## src/rtl/control_subcmd_fillarea_args_pkg.sv

```systemverilog
// rtl/control_subcmd_fillarea_args_pkg.sv - shared types, sizing helpers and defaults for the fillarea argument collector
package control_subcmd_fillarea_args_pkg;

  localparam int DEF_BYTES_PER_PIXEL = 2;
  localparam int DEF_PIXEL_WIDTH     = 64;
  localparam int DEF_PIXEL_HEIGHT    = 32;

  function automatic int num_bits(input int n);
    return (n > 1) ? $clog2(n) : 1;
  endfunction

  // Address fields can hold the panel dimension itself, so an out-of-range origin stays detectable.
  function automatic int num_column_address_bits(input int pixel_width);
    return num_bits(pixel_width + 1);
  endfunction

  function automatic int num_row_address_bits(input int pixel_height);
    return num_bits(pixel_height + 1);
  endfunction

  function automatic int arg_bytes(input int bits);
    return (bits + 7) / 8;
  endfunction

  localparam int DEF_XW = num_column_address_bits(DEF_PIXEL_WIDTH);
  localparam int DEF_YW = num_row_address_bits(DEF_PIXEL_HEIGHT);
  localparam int X_ARG_BYTES = (DEF_XW + 7) / 8;
  localparam int Y_ARG_BYTES = (DEF_YW + 7) / 8;
  localparam int DEF_TIMEOUT_CYCLES = DEF_PIXEL_WIDTH * DEF_PIXEL_HEIGHT * DEF_BYTES_PER_PIXEL + 16;

  typedef enum logic [3:0] {
    IDLE, ARG_X1, ARG_Y1, ARG_W, ARG_H, ARG_COLOR, CHECK, RUN, DRAIN, ACK, FINISH
  } fillarea_args_fsm_t;

endpackage

```

## src/rtl/control_subcmd_fillarea_args_if.sv

```systemverilog
// rtl/control_subcmd_fillarea_args_if.sv - level handshake between the argument collector and the fillarea writer
interface control_subcmd_fillarea_args_if
  import control_subcmd_fillarea_args_pkg::*;
#(
  parameter int XW = DEF_XW,
  parameter int YW = DEF_YW,
  parameter int CW = DEF_BYTES_PER_PIXEL * 8
) ();
  logic [XW-1:0] x1;
  logic [YW-1:0] y1;
  logic [XW-1:0] width;
  logic [YW-1:0] height;
  logic [CW-1:0] color;
  logic          sub_enable;
  logic          sub_ack;
  logic          sub_reset;
  logic          sub_done;

  modport master (
    output x1, y1, width, height, color, sub_enable, sub_ack, sub_reset,
    input  sub_done
  );

  modport slave (
    input  x1, y1, width, height, color, sub_enable, sub_ack, sub_reset,
    output sub_done
  );
endinterface

```

## src/rtl/control_arg_shifter.sv

```systemverilog
// rtl/control_arg_shifter.sv - N-byte MSB-first shift register with byte counter; full flags the completing byte
module control_arg_shifter
  import control_subcmd_fillarea_args_pkg::*;
#(
  parameter int N_BYTES = 1,
  parameter int OUT_W   = 8
) (
  input  logic             clk,
  input  logic             reset_n,
  input  logic             clear,
  input  logic             shift_en,
  input  logic [7:0]       data_in,
  output logic [OUT_W-1:0] value,
  output logic             full
);
  localparam int CNT_W = num_bits(N_BYTES);

  logic [CNT_W-1:0] cnt;

  assign full = shift_en && (cnt == CNT_W'(N_BYTES - 1));

  always_ff @(posedge clk or negedge reset_n) begin
    if (!reset_n)           cnt <= '0;
    else if (clear || full) cnt <= '0;
    else if (shift_en)      cnt <= cnt + 1'b1;
  end

  // Bits shifted past OUT_W fall off the top, discarding oversized argument bytes.
  generate
    if (OUT_W > 8) begin : g_wide
      always_ff @(posedge clk or negedge reset_n) begin
        if (!reset_n)      value <= '0;
        else if (shift_en) value <= {value[OUT_W-9:0], data_in};
      end
    end else begin : g_narrow
      always_ff @(posedge clk or negedge reset_n) begin
        if (!reset_n)      value <= '0;
        else if (shift_en) value <= data_in[OUT_W-1:0];
      end
    end
  endgenerate
endmodule

```

## src/rtl/control_subcmd_fillarea.sv

```systemverilog
// rtl/control_subcmd_fillarea.sv - fillarea argument collector: byte capture, rectangle check/clamp and writer handshake FSM
module control_subcmd_fillarea_args
  import control_subcmd_fillarea_args_pkg::*;
#(
  parameter int BYTES_PER_PIXEL = DEF_BYTES_PER_PIXEL,
  parameter int PIXEL_HEIGHT    = DEF_PIXEL_HEIGHT,
  parameter int PIXEL_WIDTH     = DEF_PIXEL_WIDTH,
  parameter int TIMEOUT_CYCLES  = PIXEL_WIDTH * PIXEL_HEIGHT * BYTES_PER_PIXEL + 16
) (
  input  logic       clk,
  input  logic       reset_n,
  input  logic       cmd_start,
  input  logic       abort,
  input  logic [7:0] data_in,
  input  logic       data_valid,
  output logic       busy,
  output logic       cmd_done,
  output logic       cmd_error,
  control_subcmd_fillarea_args_if.master wr
);
  localparam int XW      = num_column_address_bits(PIXEL_WIDTH);
  localparam int YW      = num_row_address_bits(PIXEL_HEIGHT);
  localparam int CW      = BYTES_PER_PIXEL * 8;
  localparam int X_BYTES = arg_bytes(XW);
  localparam int Y_BYTES = arg_bytes(YW);
  localparam int WD_W    = num_bits(TIMEOUT_CYCLES);
  localparam logic [XW:0] PW = (XW + 1)'(PIXEL_WIDTH);
  localparam logic [YW:0] PH = (YW + 1)'(PIXEL_HEIGHT);

  fillarea_args_fsm_t state, state_nxt;

  logic [XW-1:0] x_arg, w_arg, x1_r, width_r;
  logic [YW-1:0] y_arg, h_arg, y1_r, height_r;
  logic [CW-1:0] c_arg, color_r;
  logic          x_full, y_full, w_full, h_full, c_full;
  logic          take;
  logic [XW:0]   x_end;
  logic [YW:0]   y_end;
  logic          bad_origin, empty_area, run_phase, timeout, kill;
  logic          set_error, load_out;
  logic [WD_W-1:0] wdog;
  logic          drain_cnt, error_r, sub_reset_r;

  assign take = data_valid && !abort;

  control_arg_shifter #(.N_BYTES(X_BYTES), .OUT_W(XW)) u_x1 (
    .clk(clk), .reset_n(reset_n), .clear(state == IDLE), .shift_en(take && state == ARG_X1),
    .data_in(data_in), .value(x_arg), .full(x_full));
  control_arg_shifter #(.N_BYTES(Y_BYTES), .OUT_W(YW)) u_y1 (
    .clk(clk), .reset_n(reset_n), .clear(state == IDLE), .shift_en(take && state == ARG_Y1),
    .data_in(data_in), .value(y_arg), .full(y_full));
  control_arg_shifter #(.N_BYTES(X_BYTES), .OUT_W(XW)) u_w (
    .clk(clk), .reset_n(reset_n), .clear(state == IDLE), .shift_en(take && state == ARG_W),
    .data_in(data_in), .value(w_arg), .full(w_full));
  control_arg_shifter #(.N_BYTES(Y_BYTES), .OUT_W(YW)) u_h (
    .clk(clk), .reset_n(reset_n), .clear(state == IDLE), .shift_en(take && state == ARG_H),
    .data_in(data_in), .value(h_arg), .full(h_full));
  control_arg_shifter #(.N_BYTES(BYTES_PER_PIXEL), .OUT_W(CW)) u_color (
    .clk(clk), .reset_n(reset_n), .clear(state == IDLE), .shift_en(take && state == ARG_COLOR),
    .data_in(data_in), .value(c_arg), .full(c_full));

  // One extra bit keeps the end coordinate from wrapping before it is compared to the panel size.
  assign x_end      = {1'b0, x_arg} + {1'b0, w_arg};
  assign y_end      = {1'b0, y_arg} + {1'b0, h_arg};
  assign bad_origin = ({1'b0, x_arg} >= PW) || ({1'b0, y_arg} >= PH);
  assign empty_area = (w_arg == '0) || (h_arg == '0);
  assign run_phase  = (state == RUN) || (state == DRAIN) || (state == ACK);
  assign timeout    = (wdog == WD_W'(TIMEOUT_CYCLES - 1));
  assign kill       = run_phase && (abort || timeout);

  always_ff @(posedge clk or negedge reset_n) begin
    if (!reset_n) state <= IDLE;
    else          state <= state_nxt;
  end

  always_comb begin
    state_nxt = state;
    set_error = 1'b0;
    load_out  = 1'b0;
    case (state)
      IDLE:      if (cmd_start) state_nxt = ARG_X1;
      ARG_X1:    if (abort) state_nxt = IDLE; else if (x_full) state_nxt = ARG_Y1;
      ARG_Y1:    if (abort) state_nxt = IDLE; else if (y_full) state_nxt = ARG_W;
      ARG_W:     if (abort) state_nxt = IDLE; else if (w_full) state_nxt = ARG_H;
      ARG_H:     if (abort) state_nxt = IDLE; else if (h_full) state_nxt = ARG_COLOR;
      ARG_COLOR: if (abort) state_nxt = IDLE; else if (c_full) state_nxt = CHECK;
      CHECK: begin
        if (abort) begin
          state_nxt = IDLE;
        end else begin
          load_out = 1'b1;
          if (bad_origin) begin
            set_error = 1'b1;
            state_nxt = FINISH;
          end else if (empty_area) begin
            state_nxt = FINISH;
          end else begin
            state_nxt = RUN;
          end
        end
      end
      RUN:    if (kill) state_nxt = FINISH; else if (wr.sub_done) state_nxt = DRAIN;
      DRAIN:  if (kill) state_nxt = FINISH; else if (drain_cnt) state_nxt = ACK;
      ACK:    if (kill) state_nxt = FINISH; else if (!wr.sub_done) state_nxt = FINISH;
      FINISH: state_nxt = IDLE;
      default: state_nxt = IDLE;
    endcase
    if (kill) set_error = 1'b1;
  end

  always_ff @(posedge clk or negedge reset_n) begin
    if (!reset_n) begin
      wdog        <= '0;
      drain_cnt   <= 1'b0;
      error_r     <= 1'b0;
      sub_reset_r <= 1'b0;
      x1_r        <= '0;
      y1_r        <= '0;
      width_r     <= '0;
      height_r    <= '0;
      color_r     <= '0;
    end else begin
      wdog        <= run_phase ? wdog + 1'b1 : '0;
      drain_cnt   <= (state == DRAIN) ? ~drain_cnt : 1'b0;
      sub_reset_r <= kill;
      if (state == IDLE && cmd_start) error_r <= 1'b0;
      else if (set_error)             error_r <= 1'b1;
      if (load_out) begin
        x1_r     <= x_arg;
        y1_r     <= y_arg;
        width_r  <= (x_end > PW) ? XW'(PW - {1'b0, x_arg}) : w_arg;
        height_r <= (y_end > PH) ? YW'(PH - {1'b0, y_arg}) : h_arg;
        color_r  <= c_arg;
      end
    end
  end

  assign busy          = (state != IDLE);
  assign cmd_done      = (state == FINISH);
  assign cmd_error     = error_r;
  assign wr.sub_enable = (state == RUN) || (state == DRAIN);
  assign wr.sub_ack    = (state == ACK);
  assign wr.sub_reset  = sub_reset_r;
  assign wr.x1         = x1_r;
  assign wr.y1         = y1_r;
  assign wr.width      = width_r;
  assign wr.height     = height_r;
  assign wr.color      = color_r;
endmodule

```

## src/flat_wrapper.sv

```systemverilog
// flat-port wrapper written by rule: the top's interface ports become plain ports
module control_subcmd_fillarea_args_flat import control_subcmd_fillarea_args_pkg::*;
#(
  parameter int BYTES_PER_PIXEL = DEF_BYTES_PER_PIXEL,
  parameter int PIXEL_HEIGHT    = DEF_PIXEL_HEIGHT,
  parameter int PIXEL_WIDTH     = DEF_PIXEL_WIDTH,
  parameter int TIMEOUT_CYCLES  = PIXEL_WIDTH * PIXEL_HEIGHT * BYTES_PER_PIXEL + 16
)
  (clk, reset_n, cmd_start, abort, data_in, data_valid, busy, cmd_done, cmd_error, wr_x1, wr_y1, wr_width, wr_height, wr_color, wr_sub_enable, wr_sub_ack, wr_sub_reset, wr_sub_done);
  control_subcmd_fillarea_args_if wr_i ();
  input  logic clk;
  input  logic reset_n;
  input  logic cmd_start;
  input  logic abort;
  input  logic [7:0] data_in;
  input  logic data_valid;
  output logic busy;
  output logic cmd_done;
  output logic cmd_error;
  output wire logic [$bits(wr_i.x1)-1:0] wr_x1;
  output wire logic [$bits(wr_i.y1)-1:0] wr_y1;
  output wire logic [$bits(wr_i.width)-1:0] wr_width;
  output wire logic [$bits(wr_i.height)-1:0] wr_height;
  output wire logic [$bits(wr_i.color)-1:0] wr_color;
  output wire logic [$bits(wr_i.sub_enable)-1:0] wr_sub_enable;
  output wire logic [$bits(wr_i.sub_ack)-1:0] wr_sub_ack;
  output wire logic [$bits(wr_i.sub_reset)-1:0] wr_sub_reset;
  input wire logic [$bits(wr_i.sub_done)-1:0] wr_sub_done;
  assign wr_x1 = wr_i.x1;
  assign wr_y1 = wr_i.y1;
  assign wr_width = wr_i.width;
  assign wr_height = wr_i.height;
  assign wr_color = wr_i.color;
  assign wr_sub_enable = wr_i.sub_enable;
  assign wr_sub_ack = wr_i.sub_ack;
  assign wr_sub_reset = wr_i.sub_reset;
  assign wr_i.sub_done = wr_sub_done;
  control_subcmd_fillarea_args #(.BYTES_PER_PIXEL(BYTES_PER_PIXEL), .PIXEL_HEIGHT(PIXEL_HEIGHT), .PIXEL_WIDTH(PIXEL_WIDTH), .TIMEOUT_CYCLES(TIMEOUT_CYCLES)) u_core (.clk(clk), .reset_n(reset_n), .cmd_start(cmd_start), .abort(abort), .data_in(data_in), .data_valid(data_valid), .busy(busy), .cmd_done(cmd_done), .cmd_error(cmd_error), .wr(wr_i));
endmodule
```

## config.mk

```make
export PLATFORM = sky130hd
export DESIGN_NAME = control_subcmd_fillarea_args_flat
export DESIGN_NICKNAME = d
export VERILOG_FILES = /design/src/rtl/control_subcmd_fillarea_args_pkg.sv /design/src/rtl/control_subcmd_fillarea_args_if.sv /design/src/rtl/control_arg_shifter.sv /design/src/rtl/control_subcmd_fillarea.sv /design/src/flat_wrapper.sv
export SDC_FILE = /design/constraint.sdc
export NUM_CORES = 1
export LEC_CHECK = 0
export ABC_AREA = 1
export BUFFER_PORTS_ARGS = -buffer_cell sky130_fd_sc_hd__buf_2
export CORE_MARGIN = 2
export CORE_UTILIZATION = 60
export DETAILED_ROUTE_END_ITERATION = 16
export GPL_TIMING_DRIVEN = 0
export PLACE_DENSITY = 0.82
export SKIP_CTS_REPAIR_TIMING = 1
export SYNTH_ARGS = -nofsm -noshare
export SYNTH_HDL_FRONTEND = slang
export SYNTH_HIERARCHICAL = 1
export SYNTH_SLANG_ARGS = --single-unit
```

## constraint.sdc

```tcl
create_clock -name clk -period 6.1 [get_ports clk]
set_input_delay 0.61 -clock clk [delete_from_list [all_inputs] [get_ports clk]]
set_output_delay 0.61 -clock clk [all_outputs]
set_load 0.005 [all_outputs]
```

== Yosys cells after proc, flatten, opt, wreduce, memory -nomap -nowiden ==
Cells that the tools add are included.
Word-level totals
  bits in registers: 109
  input port bits: 14
  logic and storage cells: 137
  output and inout bits: 48
Cells by class
  equality and inequality tests: 20
  reduce and logical (&&, ||, !) cells: 35
  add/subtract/negate cells: 10
  muxes and demuxes: 43
  bitwise logic cells: 5
  order comparisons: 4
Operators by type and width (count)
  2-to-1 mux 4 bit: 20
  case mux 4 bit (10 select lines): 1
  2-to-1 mux 1 bit: 19
  equality test 4 x 3 -> 1 bit (second input constant): 4
  != test 3 bit (second input constant): 5
  adder 13 x 1 -> 13 bit (second input constant): 1
  equality test 13 bit (second input constant): 1
  logical AND 1 bit: 13
  2-to-1 mux 13 bit: 1
  equality test 4 bit (second input constant): 3
  nonzero test 2 bit: 6
  logical OR 1 bit: 10
  AND reduction 9 bit: 1
  adder 7 x 7 -> 8 bit: 1
  equality test 4 x 2 -> 1 bit (second input constant): 2
  greater-than comparator 8 x 7 -> 1 bit (second input constant): 1
  adder 6 x 6 -> 7 bit: 1
  greater-or-equal comparator 7 bit (second input constant): 1
  greater-than comparator 7 x 6 -> 1 bit (second input constant): 1
  zero test 7 bit: 1
  2-to-1 mux 7 bit: 1
  subtractor 7 bit (first input constant): 1
  greater-or-equal comparator 6 bit (second input constant): 1
  zero test 6 bit: 1
  other kinds (11): 20

== Longest topological paths before layout ==
Gate-level depths: netlist (run 1).
  depth in word-level cells: 8
  gate-level depth with buffers: 16
  depth with buffers taken out: 15

== By module ==
The synthesis (run 1) kept the hierarchy.
By module, submodules not included
  control_subcmd_fillarea_args: cells each 528, instances 1, area each 3862.5 um2
  control_arg_shifter (u_core.u_color): cells each 75, instances 1, area each 763.2 um2
  control_arg_shifter (u_core.u_w ...): cells each 34, instances 2, area each 310.3 um2
  control_arg_shifter (u_core.u_h ...): cells each 29, instances 2, area each 257.7 um2

== Worst setup path after synthesis (run 1) ==
No wires, ideal clock.
  path type: input -> register
  start: in abort
  end: reg u_core.state[0]
  arrival time: 2.504 ns
  setup slack: 3.531 ns
  cell stages on the path: 12
  cells stage by stage: buf_2 inv_1 nand2_1 nor4_1 inv_2 nor2_1 o21ai_1 nor3_4 nand2_4 nor2_4 nand2_1 nand2_1
On the way
  cells in the longest elaborated chain, start to end: 6
  elaborated cells between the ends (all ways): 33
  classes of those cells: eq/ne (8); mux (10); reduce/logical (15)
Ends and longest elaborated chain
  start, declared: RTL line flat_wrapper.sv:14  | input logic abort;
  zero test 1 bit: RTL line control_subcmd_fillarea.sv:44  | assign take = data_valid && !abort;
  logical AND 1 bit: RTL line control_subcmd_fillarea.sv:44
  logical AND 1 bit: RTL line control_subcmd_fillarea.sv:50  | .clk(clk), .reset_n(reset_n), .clear(state == IDLE), .shift_en(take && state == ARG_Y1),
  logical AND 1 bit: RTL line control_arg_shifter.sv:20  | assign full = shift_en && (cnt == CNT_W'(N_BYTES - 1));
  via u_core.y_full: RTL line control_subcmd_fillarea.sv:35  | logic x_full, y_full, w_full, h_full, c_full;
  != test 3 bit (no line)
  AND reduction 9 bit (no line)
  end signal, assigned: RTL line control_subcmd_fillarea.sv:73  | else state <= state_nxt;
  end, declared: RTL line control_subcmd_fillarea.sv:30  | fillarea_args_fsm_t state, state_nxt;
The timed path passes the listed nets, and every way through them passes these cells.
A chain may end at the register's enable or synchronous reset.

== Worst setup path after layout (run 1) ==
  start: reg u_core.state[3]
  end: reg u_core.state[1]
On the way
  elaborated cells between the ends (all ways): 37
  classes of those cells: eq/ne (18); mux (4); reduce/logical (15)
RTL lines (RTL line)
  equality test 4 x 2 -> 1 bit: control_subcmd_fillarea.sv:50
  logical AND 1 bit: control_subcmd_fillarea.sv:50
  logical AND 1 bit: control_arg_shifter.sv:20
  via u_core.y_full: control_subcmd_fillarea.sv:35
  != test 3 bit (no line)
  AND reduction 9 bit (no line)
The timed path passes the listed nets, and every way through them passes these cells.

==> results of run 1 <==
-- registers in the layout, summed over array words and instances (netlist names) --
signal	flops
u_core/wr.sub_reset	1
u_core/cmd_error	1
u_core/u_y1/value	6
u_core/wr.width	7
u_core/u_color/cnt	1
u_core/u_y1/cnt	1
u_core/u_w/cnt	1
u_core/wr.color	16
u_core/u_color/value	16
u_core/drain_cnt	1
u_core/u_h/cnt	1
u_core/wr.y1	6
u_core/state	4
u_core/wr.height	6
u_core/wr.x1	7
u_core/u_x1/cnt	1
u_core/u_h/value	6
u_core/u_w/value	7
u_core/wdog	13
u_core/u_x1/value	7
-- power groups by stage --
stage / Sequential, mW / Clock, mW / Combinational (mW)
after global placement: 1.20 / 0 / 1.34
after CTS: 1.20 / 0.509 / 1.43
after detailed placement: 1.21 / 0 / 1.42
after floorplan: 1.17 / 0 / 1.03
final: 1.20 / 0.495 / 1.44
after global routing: 1.23 / 0.531 / 1.63
-- cell usage in the layout (no fill, tap or decap), drive strengths merged --
cell type  count
inv           99
bufinv         2
nand4          6
clkinv         2
nand3         54
nor2          42
o211ai         2
dfrtp        109
buf           73
a21oi         15
ha            16
clkbuf        14
clkinvlp       1
nand3b         6
nor4           2
fa             2
a31oi          2
or2            4
o21a           1
o21ai         35
nand2        295
xnor2          2
xor2           9
a22oi          1
nor3          12
-- layer usage --
metal / up-vias / global-route usage [%] / wire length [µm]
met5: - / 0 / 0
met4: 0 / 9.744 / 228
met3: 19 / 3.488 / 564
met2: 132 / 44.94 / 6316
met1: 2331 / 32.96 / 5629
li1: 2424 / - / -
-- synthesized netlist by cell type, types with 3 or more instances --
cell type	n
nand3b_1	6
o21ai_2	14
nand2_1	281
dfrtp_1	109
buf_2	5
nor2_2	5
inv_2	18
inv_1	80
ha_1	16
xor2_1	9
a21oi_1	13
o21ai_0	4
nand2_2	11
clkbuf_1	4
nor2_1	32
nand2_4	3
nand3_1	54
nand4_1	6
nor3_1	10
buf_6	5
o21ai_1	17
nor2_4	5
-- path summary, 6_finish.rpt --
check / from / end / slack, ns / cells past startpoint
worst max-delay path: u_core/state[3] / u_core/state[1] / 3.30 / 11
worst min-delay path: reset_n / u_core/wr.y1[0] / 0.17 / 1
worst max register to register: u_core/state[3] / u_core/state[1] / 3.30 / 11
worst min register to register: u_core/wr.color[14] / u_core/wr.color[14] / 0.47 / 2
max in group asynchronous: reset_n / u_core/u_h/value[5] / 5.19 / 2
min in group clk: data_in[7] / u_core/u_color/value[7] / 0.45 / 3
-- logic make-up (layout without fill, tap and decap cells) --
family / Yosys count / count (layout) / share of synthesized area (%)
flip-flops: 109 / 109 / 47.34
AO/OA/AOI/OAI: 56 / 56 / 6.232
buffers and inverters: 114 / 191 / 8.751
AND/OR/NAND/NOR: 421 / 421 / 31.84
XOR/XNOR: 11 / 11 / 1.672
adder cells (fa/ha/maj): 18 / 18 / 4.169
-- worst max-delay path, stage by stage (launching register included) --
cell and delay [ns]:
dfrtp_1 0.49, nor2_2 0.23, inv_2 0.10, nor4_1 0.84
inv_2 0.22, nor2_1 0.18, o21ai_1 0.13, nor3_4 0.23
nand2_4 0.09, nor2_4 0.12, nand2_1 0.07, nand2_1 0.06
-- area by class of cell --
class	instances	area, µm²
multi-input combinational	506	2530
inverter	98	367.9
fill	766	2799
clock inverter	6	93.84
tap	129	161.4
clock buffer	10	137.6
sequential	109	2728
timing repair buffer	61	330.3
buffer	16	136.4
-- stage by stage --
step / worst slack, ns / area (µm²) / utilization, % / hold slack (ns)
after floorplan: 3.531 / 5762 / - / 0.3144
after global placement: 3.062 / 6223 / 67.04 / 0.4512
after detailed placement: 3.037 / 6254 / 67.36 / 0.4534
after CTS: 3.317 / 6485 / 69.85 / 0.1794
after global routing: 3.056 / 6485 / 69.85 / 0.2054
final: 3.300 / 6485 / 69.85 / 0.1713
==> results_dict.tcl, run 1 <==
set metrics [dict create \
    status "completed" \
    fin_cells 935 \
    num_antenna_cells 0 \
    hold_viol 0 \
    drt-total-wl_um 12740 \
    die_w_um 102.0 \
    yosysSeqAreaShare_pct 47.34 \
    firstDrtPassIters 5 \
    ir_drop_mv 0.2103 \
    layout.nets 833 \
    drive_gt1_share_pct 18.86 \
    drt_iter0_markers 347 \
    syn_inst 729 \
    row_count 35 \
    vias 4906 \
    synth_top_area_share_pct 47.34 \
    grt-ovfl-total 0 \
    cts_buffers 9 \
    fmax_mhz 357.1 \
    worst_pin_slew_ns 1.091 \
    place_inst 919 \
    hp-class "primary input to asynchronous set/reset pin" \
    layout_min_cycle_time_ns 2.800 \
    drv_slew 0 \
    total_power_mw 3.132 \
    required_ns 6.41 \
    syn_area_um2 5762 \
    yosys_warnings 6 \
    clkPwrFrac_pct 15.8 \
    track_usage_pct 25.80 \
    synth-seq-cells 109 \
    portBuffers 60 \
    cts_tree "done" \
    post_drt_wl_per_cell_um 13.62 \
    start_util_pct 62.06 \
    fin_tns_setup_ns 0 \
    cts.sinks 109 \
    path_clk_slew_ns 0.10 \
    switching_share_pct 43.08 \
    cts_root_buf "clkbuf_8" \
    synth.area.top_cells "dfrtp_1 47%, nand2_1 18%, inv_1 5.2%" \
    io_pins 62 \
    rsz0062_at_grt "no" \
    die_height_um 102.0 \
    core-area_um2 9284 \
    synth_edf_count 0 \
    yosysTopAreaCell "dfrtp_1" \
    gp_congestion 0.9375 \
    crit_path_start_kind "flop" \
    p_seq_share_pct 38.4 \
    cp.arrival_ns 3.11 \
    dieArea_um2 10400 \
    clkLatencyLatePin_ns 0.37 \
    power.leakage_nw 3.621 \
    powerDensity_nw_per_um2 483.0 \
    critPathKind "flop to flop" \
    grt_first_pass_wirelength_um 21120 \
    power.switching_mw 1.349 \
    pwr-share-comb_pct 45.8 \
    maxCapViolCount 0 \
    fin_crit_sh_pct 45.91 \
    synth.distinct_cells 37 \
    worst_setup_path_end_kind "flop" \
    syn_to_final_growth_pct 12.55 \
    cts_buffer_depth 2 \
    drtAntennaViolNets 0 \
    drc_errors 0 \
    max_slew_margin_pct 26.60 \
    antenna_found_initial 0 \
    worstPathMaxFanout 8 \
    skew_ns 0.008475 \
    p_int_mw 1.783 \
    synth.avg_cell_area_um2 7.904 \
    finalSetupViolations 0 \
    grt_max_degree 76 \
    vias_per_cell 5.247 \
    async_reset_ff_share_pct 100.0 \
    cts.htree.levels 3 \
    synth_flop_cell "dfrtp_1" \
    synth_fp_nets 761 \
    place_hpwl_um 9570 \
    first_global_vias 4661 \
]
Note: power is estimated with default switching activity, not from simulation.
==> inputs of run 2 (changes only) <==
--- a/config.mk
+++ b/config.mk
@@ -8,10 +8,10 @@
 export ABC_AREA = 1
 export BUFFER_PORTS_ARGS = -buffer_cell sky130_fd_sc_hd__buf_2
 export CORE_MARGIN = 2
-export CORE_UTILIZATION = 60
+export CORE_UTILIZATION = 59
 export DETAILED_ROUTE_END_ITERATION = 16
 export GPL_TIMING_DRIVEN = 0
-export PLACE_DENSITY = 0.82
+export PLACE_DENSITY = 0.81
 export SKIP_CTS_REPAIR_TIMING = 1
 export SYNTH_ARGS = -nofsm -noshare
 export SYNTH_HDL_FRONTEND = slang
==> constraint.sdc (replaced) <==
create_clock -name clk -period 2.7 [get_ports clk]
set_input_delay 0.27 -clock clk [delete_from_list [all_inputs] [get_ports clk]]
set_output_delay 0.27 -clock clk [all_outputs]
set_load 0.005 [all_outputs]
==> run 2 against run 1 <==
Net effect: via count down 1.2%; design area grew 0.21%; power is 120% higher; critical path depth stayed put; die area increased by 1.6%; wire length is 2.6% lower; sequential cell count is the same; utilization decreased by 2.4 points; combinational power increased by 120%; clock power increased by 120%; register-to-register slack got worse by 3.0 ns; highest routed layer unchanged.
==> results_dict.tcl, run 2 (synthesized netlist as in run 1, its figures left out) <==
set metrics [dict create \
    fillers 816 \
    drc_errors 0 \
    use_met2_pct 42.53 \
    worstPathMaxFanout 8 \
    post_drt_wl_per_cell_um 13.20 \
    io_pins 62 \
    cts.sinks 109 \
    drv_slew 0 \
    cp_num_buf_inv 2 \
    status "completed" \
    grt_max_degree 77 \
    hp-class "primary input to flop" \
    portBuffers 60 \
    start_util_pct 59.77 \
    track_usage_pct 25.18 \
    critPathLaunch "u_core/state[3]" \
    layout_commonest_cell "nand2_1" \
    cp.arrival_ns 2.67 \
    worst_pin_slew_ns 0.6410 \
    crit_family "simple AND/OR/NAND/NOR gates" \
    cts_buffers 9 \
    grt_use_met3_pct 4.136 \
    worstHoldStart "cmd_start" \
    total_power_mw 7.014 \
    rsz0062_at_grt "no" \
    finalSetupViolations 0 \
    critPathMaxStageDelay_ns 0.49 \
    max_slew_margin_pct 56.91 \
    reg2reg_from "u_core/state[3]" \
    die_height_um 102.8 \
    grtUsageMet1_pct 33.48 \
    grt-ovfl-total 0 \
    drtAntennaViolNets 0 \
    grt_first_pass_wirelength_um 20940 \
    firstDrtPassIters 5 \
    crit_slowest_cell "nor4_2" \
    powerDensity_nw_per_um2 1079 \
    hold_viol 0 \
    maxCapViolCount 0 \
    power.leakage_nw 3.621 \
    critPathKind "flop to flop" \
    row_count 36 \
    fin_crit_sh_pct 87.32 \
    layout.nets 834 \
    antenna_found_initial 0 \
    first_global_vias 4647 \
    busiest_layer "met2" \
    final_cell_mix "281 x nand2_1, 109 x dfrtp_1, 80 x inv_1, 64 x buf_2, 54 x nand3_1" \
    vias_per_cell 5.159 \
    crit_path_start_kind "flop" \
    place_hpwl_um 9238 \
    worst_setup_path_end_kind "flop" \
    gp_congestion 0.9177 \
    path_cells "nor2_2 > inv_2 > nor4_2 > inv_2 > nor2_1 > o21ai_1 > nor3_4 > nand2_4 > nor2_4 > nand2_1 > nand2_1" \
    required_ns 3.01 \
    clkLatencyLatePin_ns 0.37 \
    cts_tree "done" \
    path_clk_slew_ns 0.10 \
    syn_to_final_growth_pct 12.79 \
    drt-total-wl_um 12400 \
    die_w_um 102.8 \
    dieArea_um2 10570 \
    skew_ns 0.01168 \
    core-area_um2 9639 \
    cts_buffer_depth 2 \
    vias 4849 \
    fin_tns_setup_ns 0 \
    ir_drop_mv 0.5669 \
    cts_root_buf "clkbuf_8" \
    fmax_mhz 424.1 \
    drive_gt1_share_pct 18.84 \
    cts.htree.levels 3 \
    layout_min_cycle_time_ns 2.358 \
    drt_iter0_markers 290 \
    num_antenna_cells 0 \
]
==> run 2: area by class of cell <==
| class | instances | area [µm²] | share of cell area [%] |
|---|---|---|---|
| repair buffers | 62 | 340.3 | 5.237 |
| clock buffers | 10 | 127.6 | 1.964 |
| well taps | 133 | 166.4 | 2.561 |
| multi-input cells | 506 | 2536 | 39.03 |
| clock inverters | 6 | 96.34 | 1.482 |
| inverters | 98 | 367.9 | 5.660 |
| plain buffers | 16 | 136.4 | 2.099 |
| flip-flops and latches | 109 | 2728 | 41.97 |
==> run 2: routing by layer <==
metal | up-vias | routed length [µm]
li1 | 2422 | -
met1 | 2274 | 5521
met2 | 129 | 6031
met3 | 24 | 635
met4 | 0 | 216
met5 | - | 0
==> run 2: worst paths after layout <==
| check | to | slack [ns] | cells past startpoint |
|---|---|---|---|
| setup / recovery | u_core/state[2] | 0.34 | 11 |
| hold / removal | u_core/cmd_error | 0.11 | 2 |
| max in group asynchronous | u_core/wdog[8] | 1.60 | 3 |
| min in group asynchronous | u_core/wr.y1[2] | 0.39 | 2 |
| hold reg to reg | u_core/wr.color[15] | 0.48 | 2 |
| setup reg to reg | u_core/state[2] | 0.34 | 11 |
==> run 2: power by group <==
group	total (mW)	switching, mW	internal, mW	leakage [nW]
combinational	3.20	1.95	1.25	2.11
sequential	2.71	0.493	2.22	1.40
clock	1.09	0.561	0.533	0.109
total	7.01	3.01	4.01	3.62
==> run 2: per-stage QoR <==
stage               cell area (µm²)  worst slack, ns  util (%)  cells  hold WS [ns]
floorplan                      5762           0.4573         -    729      -0.02559
global placement               6228           0.1034     64.62    922        0.4508
detailed placement             6259          0.06326     64.93    923        0.2503
CTS                            6482          0.02626     67.25    939       -0.1528
global route                   6499          0.08811     67.42    940        0.1070
finish                         6499           0.3423     67.42    940        0.1107
